--- src/rtl/adder_pkg.sv ---
// rtl/adder_pkg.sv - shared parameter derivation and legality check for the pipelined adder
package adder_pkg;

    function automatic int calc_nseg(input int width, input int seg);
        return (seg > 0) ? width / seg : 1;
    endfunction

    function automatic bit params_ok(input int width, input int seg);
        return (seg > 0) && (width >= seg) && ((width % seg) == 0);
    endfunction

endpackage

--- src/rtl/full_adder.sv ---
// rtl/full_adder.sv - single-bit full adder cell
module full_adder (
    input  logic a,
    input  logic b,
    input  logic ci,
    output logic s,
    output logic co
);

    assign s  = a ^ b ^ ci;
    assign co = (a & b) | (ci & (a ^ b));

endmodule

--- src/rtl/rca_segment.sv ---
// rtl/rca_segment.sv - combinational SEG-bit ripple adder built from full_adder cells
module rca_segment #(
    parameter int SEG = 8
) (
    input  logic [SEG-1:0] a,
    input  logic [SEG-1:0] b,
    input  logic           ci,
    output logic [SEG-1:0] s,
    output logic           co,
    output logic           c_msb
);

    logic [SEG:0] c;

    assign c[0] = ci;

    for (genvar i = 0; i < SEG; i++) begin : g_bit
        full_adder u_fa (
            .a  (a[i]),
            .b  (b[i]),
            .ci (c[i]),
            .s  (s[i]),
            .co (c[i+1])
        );
    end

    assign co    = c[SEG];
    // carry into the top bit, needed for the signed-overflow flag
    assign c_msb = c[SEG-1];

endmodule

--- src/rtl/pipelined_rca.sv ---
// rtl/pipelined_rca.sv - pipelined ripple-carry adder, one SEG-bit segment per stage, valid/ready stream
module pipelined_rca
    import adder_pkg::*;
#(
    parameter int WIDTH = 32,
    parameter int SEG   = 8
) (
    input  logic             clk,
    input  logic             rst_n,
    input  logic             in_valid,
    output logic             in_ready,
    input  logic [WIDTH-1:0] A,
    input  logic [WIDTH-1:0] B,
    input  logic             cin,
    output logic             out_valid,
    input  logic             out_ready,
    output logic [WIDTH-1:0] sum,
    output logic             cout,
    output logic             ovf
);

    localparam int NSEG = calc_nseg(WIDTH, SEG);

    if (!params_ok(WIDTH, SEG)) begin : g_param_check
        $error("pipelined_rca: WIDTH must be a non-zero multiple of SEG");
    end

    logic                      adv;
    logic [NSEG-1:0]           vld;
    logic [NSEG-1:0]           c_r;
    logic [WIDTH-1:0]          sum_r [NSEG];
    logic [WIDTH-1:0]          a_sk  [NSEG];
    logic [WIDTH-1:0]          b_sk  [NSEG];
    logic                      ovf_r;

    logic [NSEG-1:0][SEG-1:0]  seg_a;
    logic [NSEG-1:0][SEG-1:0]  seg_b;
    logic [NSEG-1:0][SEG-1:0]  seg_s;
    logic [NSEG-1:0]           seg_ci;
    logic [NSEG-1:0]           seg_co;
    logic                      c_msb_last;

    // the whole pipe moves together; any stall at the output freezes every stage
    assign adv      = ~out_valid | out_ready;
    assign in_ready = adv;

    always_comb begin
        seg_a     = '0;
        seg_b     = '0;
        seg_ci    = '0;
        seg_a[0]  = A[SEG-1:0];
        seg_b[0]  = B[SEG-1:0];
        seg_ci[0] = cin;
        for (int k = 1; k < NSEG; k++) begin
            seg_a[k]  = a_sk[k-1][k*SEG +: SEG];
            seg_b[k]  = b_sk[k-1][k*SEG +: SEG];
            seg_ci[k] = c_r[k-1];
        end
    end

    for (genvar k = 0; k < NSEG; k++) begin : g_seg
        if (k == NSEG - 1) begin : g_last
            rca_segment #(.SEG(SEG)) u_seg (
                .a     (seg_a[k]),
                .b     (seg_b[k]),
                .ci    (seg_ci[k]),
                .s     (seg_s[k]),
                .co    (seg_co[k]),
                .c_msb (c_msb_last)
            );
        end else begin : g_mid
            logic c_msb_unused;
            rca_segment #(.SEG(SEG)) u_seg (
                .a     (seg_a[k]),
                .b     (seg_b[k]),
                .ci    (seg_ci[k]),
                .s     (seg_s[k]),
                .co    (seg_co[k]),
                .c_msb (c_msb_unused)
            );
        end
    end

    always_ff @(posedge clk or negedge rst_n) begin
        if (!rst_n) begin
            vld   <= '0;
            c_r   <= '0;
            ovf_r <= 1'b0;
            for (int k = 0; k < NSEG; k++) begin
                sum_r[k] <= '0;
                a_sk[k]  <= '0;
                b_sk[k]  <= '0;
            end
        end else if (adv) begin
            vld[0]   <= in_valid;
            c_r      <= seg_co;
            sum_r[0] <= WIDTH'(seg_s[0]);
            a_sk[0]  <= A;
            b_sk[0]  <= B;
            for (int k = 1; k < NSEG; k++) begin
                vld[k]                   <= vld[k-1];
                sum_r[k]                 <= sum_r[k-1];
                sum_r[k][k*SEG +: SEG]   <= seg_s[k];
                a_sk[k]                  <= a_sk[k-1];
                b_sk[k]                  <= b_sk[k-1];
            end
            ovf_r <= seg_co[NSEG-1] ^ c_msb_last;
        end
    end

    assign out_valid = vld[NSEG-1];
    assign sum       = sum_r[NSEG-1];
    assign cout      = c_r[NSEG-1];
    assign ovf       = ovf_r;

endmodule
--- config.mk ---
export PLATFORM = sky130hd
export DESIGN_NAME = pipelined_rca
export DESIGN_NICKNAME = d
export VERILOG_FILES = /design/src/rtl/adder_pkg.sv /design/src/rtl/full_adder.sv /design/src/rtl/rca_segment.sv /design/src/rtl/pipelined_rca.sv
export SDC_FILE = /design/constraint.sdc
export NUM_CORES = 1
export LEC_CHECK = 0
export BUFFER_PORTS_ARGS = -buffer_cell sky130_fd_sc_hd__buf_2
export CAP_MARGIN = 20
export CORE_ASPECT_RATIO = 1.1
export CORE_MARGIN = 5
export CORE_UTILIZATION = 47
export CTS_CLUSTER_SIZE = 40
export DETAILED_ROUTE_END_ITERATION = 6
export GPL_TIMING_DRIVEN = 1
export PLACE_DENSITY = 0.76
export SKIP_LAST_GASP = 1
export SYNTH_ARGS = -nofsm -noshare
export SYNTH_HDL_FRONTEND = slang
export SYNTH_SLANG_ARGS = --single-unit
--- constraint.sdc ---
create_clock -name clk -period 5.5 [get_ports clk]
set_input_delay 0.55 -clock clk [delete_from_list [all_inputs] [get_ports clk]]
set_output_delay 0.55 -clock clk [all_outputs]
set_load 0.03 [all_outputs]
# After elaboration in Yosys (flattened, before gate mapping)

Cells that the tools add are included.

Register bits after elaboration: 281
Input bits: 69
Logic and storage cells: 176

Bitwise logic cells: 163

Operators by type and width:

| kind              | count |
|---|---|
| 1-bit XOR         | 65 |
| 1-bit bitwise AND | 64 |
| 1-bit bitwise OR  | 33 |
| 1-bit inverter    | 1 |

# Depth between registers and ports, before layout

Gate-level depths: netlist of the first run.

Depth after elaboration: 18
Gate-level depth with buffers: 13
Mapped depth without buffers: 13

# Modules after synthesis

A second synthesis of the first run with hierarchy kept.

Cells, all modules: 457
Area total of the unflattened synthesis: 8333.0 um^2

Modules (own cells, without submodules):

| module        | instances | cells each | area each (um^2) | sequential area each (um^2) |
|---|---|---|---|---|
| pipelined_rca | 1         | 425        | 7692.4           | 4629.4 |
| full_adder    | 32        | 1          | 20.0             | 0.0 |

# Worst setup path after synthesis of the first run

OpenSTA, ideal clock, no wires.

Path kind: register -> register
Start: register a_sk[56] (netlist bit)
End: register ovf_r, in the netlist ovf
Arrival: 3.917 ns
Path slack: 1.458 ns
Cell stages (with the launch flop): 14
Buffers on the path: 0
Clock period less this slack: 4.042 ns
Cell sequence: dfrtp_1 -> fa_1 -> fa_1 -> fa_1 -> fa_1 -> fa_1 -> inv_1 -> fa_1 -> inv_1 -> fa_1 -> inv_1 -> fa_1 -> xnor2_1 -> mux2_4

Cells in the longest elaborated chain, start to end: 18

RTL lines:

| item                             | line                 | source |
|---|---|---|
| start: declaration               | pipelined_rca.sv:32  | `logic [WIDTH-1:0] a_sk [NSEG];` |
| start signal: indexed assignment | pipelined_rca.sv:104 | `a_sk[k] <= a_sk[k-1];` |
| 1-bit XOR                        | full_adder.sv:11     | `assign co = (a & b) \| (ci & (a ^ b));` |
| 1-bit bitwise AND                | full_adder.sv:11     |  |
| 1-bit bitwise OR *               | full_adder.sv:11     |  |
| 1-bit bitwise AND *              | full_adder.sv:11     |  |
| 1-bit bitwise OR *               | full_adder.sv:11     |  |
| 1-bit bitwise AND *              | full_adder.sv:11     |  |
| 1-bit bitwise OR *               | full_adder.sv:11     |  |
| 1-bit bitwise AND *              | full_adder.sv:11     |  |
| (+2 left out)                    | n/a                  |  |
| 1-bit bitwise OR *               | full_adder.sv:11     |  |
| 1-bit bitwise AND *              | full_adder.sv:11     |  |
| 1-bit bitwise OR *               | full_adder.sv:11     |  |
| 1-bit bitwise AND *              | full_adder.sv:11     |  |
| 1-bit bitwise OR *               | full_adder.sv:11     |  |
| 1-bit bitwise AND                | full_adder.sv:11     |  |
| 1-bit bitwise OR                 | full_adder.sv:11     |  |
| 1-bit XOR *                      | pipelined_rca.sv:107 | `ovf_r <= seg_co[NSEG-1] ^ c_msb_last;` |
| end signal: assignment           | pipelined_rca.sv:107 |  |
| end: declaration                 | pipelined_rca.sv:34  | `logic ovf_r;` |

Mark *: on every way between the ends. The rest lies on a longest branch, timed or not.
A chain may end at the register's enable or synchronous reset.

# Final worst setup path of the first run

Ends and elaborated chain as after synthesis.

==> results of run 1 <==
through the flow:
| step | hold slack (ps) | total power [mW] |
|---|---|---|
| after floorplan | 254.4 | 4.241 |
| after global placement | 444.0 | 4.481 |
| after detailed placement | 471.6 | 4.596 |
| after CTS | 309.0 | 5.932 |
| after global routing | 322.4 | 6.215 |
| final | 226.7 | 5.831 |
layout make-up:
class                   instances  area [µm²]  share of cell area (%)
well taps                     238       297.8                   3.140
repair buffers                107       576.8                   6.083
inverters                      28       105.1                   1.108
clock inverters                14       195.2                   2.058
flip-flops and latches        185        4629                   48.82
multi-input cells             229        3239                   34.16
clock buffers                  18       439.2                   4.631
kinds of logic after synthesis:
group                      after synthesis
DFF                                    185
muxes                                  174
buffers and inverters                   83
adders and majority gates               32
and+or+nand+nor                         12
AOI/OAI and AO/OA                       10
xor gates and xnor gates                 1
layer usage:
layer / part of all wire [%] / global-route usage (%) / up-vias
met1: 45 / 19.14 / 2003
li1: - / - / 1780
met5: 0 / 0 / -
met4: 2.1 / 6.188 / 0
met2: 48 / 22.07 / 81
met3: 4.0 / 3.142 / 17
cell usage in the layout, fill, tap and decap left out, types with 2 or more instances in the layout:
cell | netlist | final
mux2i_1 | 2 | 2
nor3b_1 | 10 | 10
inv_1 | 28 | 28
inv_6 | 0 | 2
clkinv_4 | 0 | 4
buf_12 | 0 | 2
mux2_4 | 130 | 130
mux2_2 | 42 | 42
clkinv_2 | 0 | 3
a21oi_1 | 10 | 10
bufinv_16 | 0 | 4
clkbuf_16 | 0 | 17
fa_1 | 32 | 32
dfrtp_1 | 185 | 185
clkbuf_8 | 0 | 2
buf_2 | 6 | 103
power groups by stage:
| stage | sequential [mW] | clock, mW | combinational [mW] |
|---|---|---|---|
| final | 2.35 | 1.29 | 2.19 |
| after global routing | 2.42 | 1.39 | 2.40 |
| after CTS | 2.36 | 1.33 | 2.24 |
| after detailed placement | 2.37 | 0 | 2.22 |
| after global placement | 2.33 | 0 | 2.15 |
| after floorplan | 2.24 | 0 | 2.00 |
worst max-delay path: cells and delay by family (launching register included):
family	cells	cell delay [ps]
buffers and inverters	3	270
multiplexers	1	250
adder cells (fa/ha/maj)	8	3190
XOR/XNOR	1	70
flip-flops	1	410
registers in the layout (all words and copies together) (netlist names):
register  flops
ovf           1
sum_r        48
b_sk         48
a_sk         48
c_r           4
sum          32
vld           4
worst max path at each step:
stage,start,endpoint,depth (start not counted)
2_1_floorplan,a_sk[56],ovf,13
3_3_place_gp,a_sk[56],ovf,13
4_1_cts,a_sk[56],ovf,13
3_5_place_dp,a_sk[56],ovf,13
5_1_grt,a_sk[56],ovf,13
6_report,a_sk[56],ovf,13
==> flow_metrics.tcl, run 1 <==
set metrics [dict create \
    nNetsFinal 669 \
    worstPathMaxFanout 2 \
    cp_slowest_stage_delay_ps 470 \
    relSlewSlack_pct 34.23 \
    core_um2 17680 \
    insertion_delay_ps 420 \
    post_cts_buffers 0 \
    total_leakage_power_nw 4.627 \
    max_freq_mhz 232.1 \
    period_share_pct 78.34 \
    worstSetupPathType "reg2reg" \
    die_w_um 137.6 \
    die_h_um 150.3 \
    grt_max_degree 125 \
    min_period_ps 4309 \
    clock_power_share_pct 22.2 \
    row_count 51 \
    grt_usage_pct 14.18 \
    ctsHoldBuffers 0 \
    dp_hpwl_um 9116 \
    area_delta_synth_final_pct 12.72 \
    synth_edf_count 0 \
    route.detailed.drc 0 \
    grt_overflow 0 \
    synth-seq-cells 185 \
    clk_pin_slew_worst_paths_ps 70 \
    wire_per_inst_um 16.63 \
    via_per_inst 4.739 \
    reg2reg_depth 13 \
    ant_nets 0 \
    antenna_found_initial 0 \
    synth_top_family_by_area "multiplexers" \
    ctsResizeCount 0 \
    combPwrFrac_pct 37.6 \
    dr.pass1.iters 4 \
    drive_gt1_share_pct 53.70 \
    yosys.area_share.adder_pct 7.615 \
    synthesis.area_um2 8413 \
    port_buffers 104 \
    routed-via-count 3881 \
    synth_compound_area_share_pct 0.5949 \
    hold_viol_final 0 \
    maxCapViolCount 0 \
    antenna_cells 0 \
    fin_skew_ps 8.014 \
    cts-root-buf "clkbuf_16" \
    final-max-slew-violation-count 0 \
    rsz0062_at_grt "false" \
    avgSynthCellArea_um2 16.93 \
    crit_top_cell "fa_1" \
    synth.top_cell.area_share_pct 55.03 \
    yosys_warnings 0 \
    drt_wl_total_um 13620 \
    pre_cts_ws_ps 1202 \
    reg2reg_to "ovf" \
    numCtsBuffers 17 \
    worst_setup_path_start_kind "flip-flop" \
    initial_utilization_pct 47.60 \
    fin_util_pct 53.65 \
    reg2reg_slack_ps 1190 \
    ys_types 14 \
    yosysMostFrequentCell "dfrtp_1" \
    cp.required_ps 5810 \
    r2r-start "a_sk[56]" \
    layout_setup_ws_ps 1191 \
    placed_cells 787 \
    power_density_nw_per_um2 614.9 \
    grt_first_pass_wirelength_um 22980 \
    worst_setup_path_end_kind "flip-flop" \
    synth_mux_area_share_pct 29.06 \
    synth_simple_gate_area_share_pct 1.041 \
    htreeDepth 4 \
    netlist_instances 497 \
    outcome "finished, final reports clean" \
    netlist_top_cells_area "dfrtp_1 55%, mux2_4 23%, fa_1 7.6%, mux2_2 5.6%, buf_4 2.9%" \
    die_area_um2 20680 \
    routabilityCongestion 0.7392 \
    cts_tree "built" \
    drt-initial-drc-count 232 \
    ys_seq_area_share_pct 55.03 \
    fin_cells 819 \
    syn_nets 598 \
    synth-main-ff-cell "dfrtp_1" \
    ir_worst_vdd_mv 0.2218 \
    arrival_ps 4610 \
    yosys-top-cells-count "185 x dfrtp_1, 130 x mux2_4, 42 x mux2_2" \
    tns_ps 0 \
    yosysTopAreaCell "dfrtp_1" \
    worstMarginPinSlew_ps 986.6 \
    p_sw_share_pct 31.74 \
    hp-class "in2async" \
    grt_pass1_vias 4445 \
    clock_path_buffers 2 \
    cts_sinks 185 \
    placed_area_um2 8848 \
    nFillCells 1414 \
    switching_power_mw 1.851 \
    critPathSlowestCell "fa_1" \
    seqPwrFrac_pct 40.2 \
    stdcell_area_um2 9483 \
    path_cells "fa_1, fa_1, fa_1, fa_1, fa_1, inv_1, fa_1, inv_1, fa_1, inv_1, fa_1, xnor2_1, mux2_4" \
    setup_violations 0 \
    async_flop_share_pct 100.0 \
    synth-xor-area-share_pct 0.1041 \
    io_pins 105 \
    internal-power_mw 3.981 \
]
No activity file was read; power rests on OpenSTA's default activity.
==> run 2: changes to the inputs <==
--- a/config.mk
+++ b/config.mk
@@ -13,7 +13,7 @@
 export CTS_CLUSTER_SIZE = 40
 export DETAILED_ROUTE_END_ITERATION = 6
 export GPL_TIMING_DRIVEN = 1
-export PLACE_DENSITY = 0.76
+export PLACE_DENSITY = 0.78
 export SKIP_LAST_GASP = 1
 export SYNTH_ARGS = -nofsm -noshare
 export SYNTH_HDL_FRONTEND = slang
==> constraint.sdc (replaced) <==
create_clock -name clk -period 3.7 [get_ports clk]
set_input_delay 0.37 -clock clk [delete_from_list [all_inputs] [get_ports clk]]
set_output_delay 0.37 -clock clk [all_outputs]
set_load 0.03 [all_outputs]
==> run 2 against run 1 <==
  * Hold slack lost 58 ps
  * Sequential share of layout area shrank 0.90 points
  * Worst setup slack lost 1100 ps
  * Critical path depth shrank 1
  * Final cell count grew 2.1%
  * Die area is the same
  * Clock power grew 45%
  * Highest routed layer unchanged
  * First-iteration DRC count shrank 21%
==> flow_metrics.tcl, run 2 (synthesis results as in run 1) <==
set metrics [dict create \
    via_per_inst 4.797 \
    row_count 51 \
    hold_slack_ps 169.0 \
    nNetsFinal 687 \
    relSlewSlack_pct 56.65 \
    stdcell_area_um2 9662 \
    mostFrequentLayoutCell "dfrtp_1" \
    seqPwrFrac_pct 39.2 \
    worstPathMaxFanout 2 \
    max_freq_mhz 276.9 \
    die_w_um 137.6 \
    ant_nets 0 \
    drt-initial-drc-count 184 \
    outcome "finished, final reports clean" \
    antenna_found_initial 0 \
    final-max-slew-violation-count 0 \
    final_cell_mix "185 x dfrtp_1, 130 x mux2_4, 103 x buf_2, 42 x mux2_2, 20 x fa_2" \
    hold_viol_final 0 \
    grt_first_pass_wirelength_um 23270 \
    grt_max_degree 107 \
    die_area_um2 20680 \
    routabilityCongestion 0.7633 \
    core_um2 17680 \
    layout_setup_ws_ps 88.69 \
    total_leakage_power_nw 4.677 \
    fin_cells 836 \
    initial_utilization_pct 47.60 \
    worst_setup_path_end_kind "flip-flop" \
    internal-power_mw 6.007 \
    clk_pin_slew_worst_paths_ps 70 \
    ir_worst_vdd_mv 0.4060 \
    drt_wl_total_um 14100 \
    reg2reg_depth 12 \
    cts_tree "built" \
    min_period_ps 3611 \
    die_h_um 150.3 \
    routed-via-count 4010 \
    hold_end "b_sk[125]" \
    fin_skew_ps 6.330 \
    top_regs "a_sk: 48 flops, b_sk: 48 flops, sum_r: 48 flops" \
    hp-class "in2reg" \
    reg2reg_to "sum[31]" \
    rsz0062_at_grt "true" \
    clock_power_share_pct 21.1 \
    hp-start "B[29]" \
    reg2reg_slack_ps 90 \
    antenna_cells 0 \
    worst_setup_path_start_kind "flip-flop" \
    maxCapViolCount 0 \
    placed_area_um2 8991 \
    area_delta_synth_final_pct 14.84 \
    dr.pass1.iters 4 \
    cts_sinks 185 \
    combPwrFrac_pct 39.7 \
    numCtsBuffers 17 \
    power_density_nw_per_um2 916.4 \
    port_buffers 104 \
    switching_power_mw 2.847 \
    arrival_ps 3960 \
    wire_per_inst_um 16.86 \
    period_share_pct 97.60 \
    grt_overflow 0 \
    insertion_delay_ps 420 \
    htreeDepth 4 \
    p_sw_share_pct 32.15 \
    worstSetupPathType "reg2reg" \
    worstMarginPinSlew_ps 650.3 \
    clock_path_buffers 2 \
    nFillCells 1428 \
    drive_gt1_share_pct 60.03 \
    route.detailed.drc 0 \
    grt_usage_pct 14.46 \
    io_pins 105 \
    grt_pass1_vias 4471 \
    hold_depth 2 \
    pre_cts_ws_ps -195.1 \
    dp_hpwl_um 9637 \
    r2r-start "a_sk[56]" \
    cts-root-buf "clkbuf_16" \
    tns_ps 0 \
    cp.required_ps 4050 \
    placed_cells 799 \
    setup_violations 0 \
]
[run 2: changes by cell type in the layout (fill, tap and decap cells not counted), moves of 4 or more]
cell	before	now
fa_2	0	20
fa_1	32	12
inv_1	28	19
buf_4	1	17
inv_2	0	9
clkinv_4	4	0
[run 2: worst max path at each step]
stage,from,end,slack (ps)
floorplan,a_sk[56],ovf,-7
global placement,b_sk[80],sum_r[55],-190
detailed placement,b_sk[80],sum_r[55],-200
CTS,a_sk[80],sum_r[55],-30
global route,a_sk[80],sum_r[55],-30
finish,a_sk[56],sum[31],90
[run 2: timing repair]
item                       4_1_cts  5_1_grt
buffers inserted                 2        3
hold endpoints to repair        33        0
pin swaps                       10       14
gates resized for setup          3       11
hold buffers                     1        0
setup endpoints to repair        6        4
[run 2: critical path, cell delays in order, from the launching register on]
cell	delay [ps]
dfrtp_1	410
fa_2	400
fa_2	350
fa_2	350
fa_2	350
fa_2	390
inv_2	60
fa_1	170
inv_1	60
fa_2	350
inv_2	70
fa_2	430
a21oi_2	150
[run 2: final cells by class]
type | count | area [µm²] | area share, %
Clock buffer | 18 | 439.2 | 4.545
Clock inverter | 13 | 166.4 | 1.722
Inverter | 28 | 105.1 | 1.088
Multi-Input combinational cell | 229 | 3297 | 34.12
Sequential cell | 185 | 4629 | 47.92
Tap cell | 238 | 297.8 | 3.082
Timing Repair Buffer | 125 | 726.9 | 7.524
[run 2: metrics by stage]
step | util, % | power (mW)
after global placement | 50.87 | 6.802
after floorplan | - | 6.352
after detailed placement | 50.87 | 7.009
final | 54.66 | 8.854
after global routing | 54.66 | 9.403
after CTS | 54.47 | 8.956
[run 2: power by group through the flow]
stage	Sequential [mW]	Combinational [mW]	Clock [mW]
3_3_place_gp	3.44	3.36	0
4_1_cts	3.49	3.54	1.92
6_report	3.47	3.51	1.87
3_5_place_dp	3.51	3.50	0
5_1_grt	3.58	3.83	1.99
2_1_floorplan	3.35	3.01	0
[run 2: routing by layer]
layer	vias to the layer above	part of all wire [%]	GRT usage, %
met5	-	0	0
met4	0	1.7	5.539
met3	20	4.6	3.476
met2	81	50	23.14
met1	2085	44	19.10
li1	1824	-	-
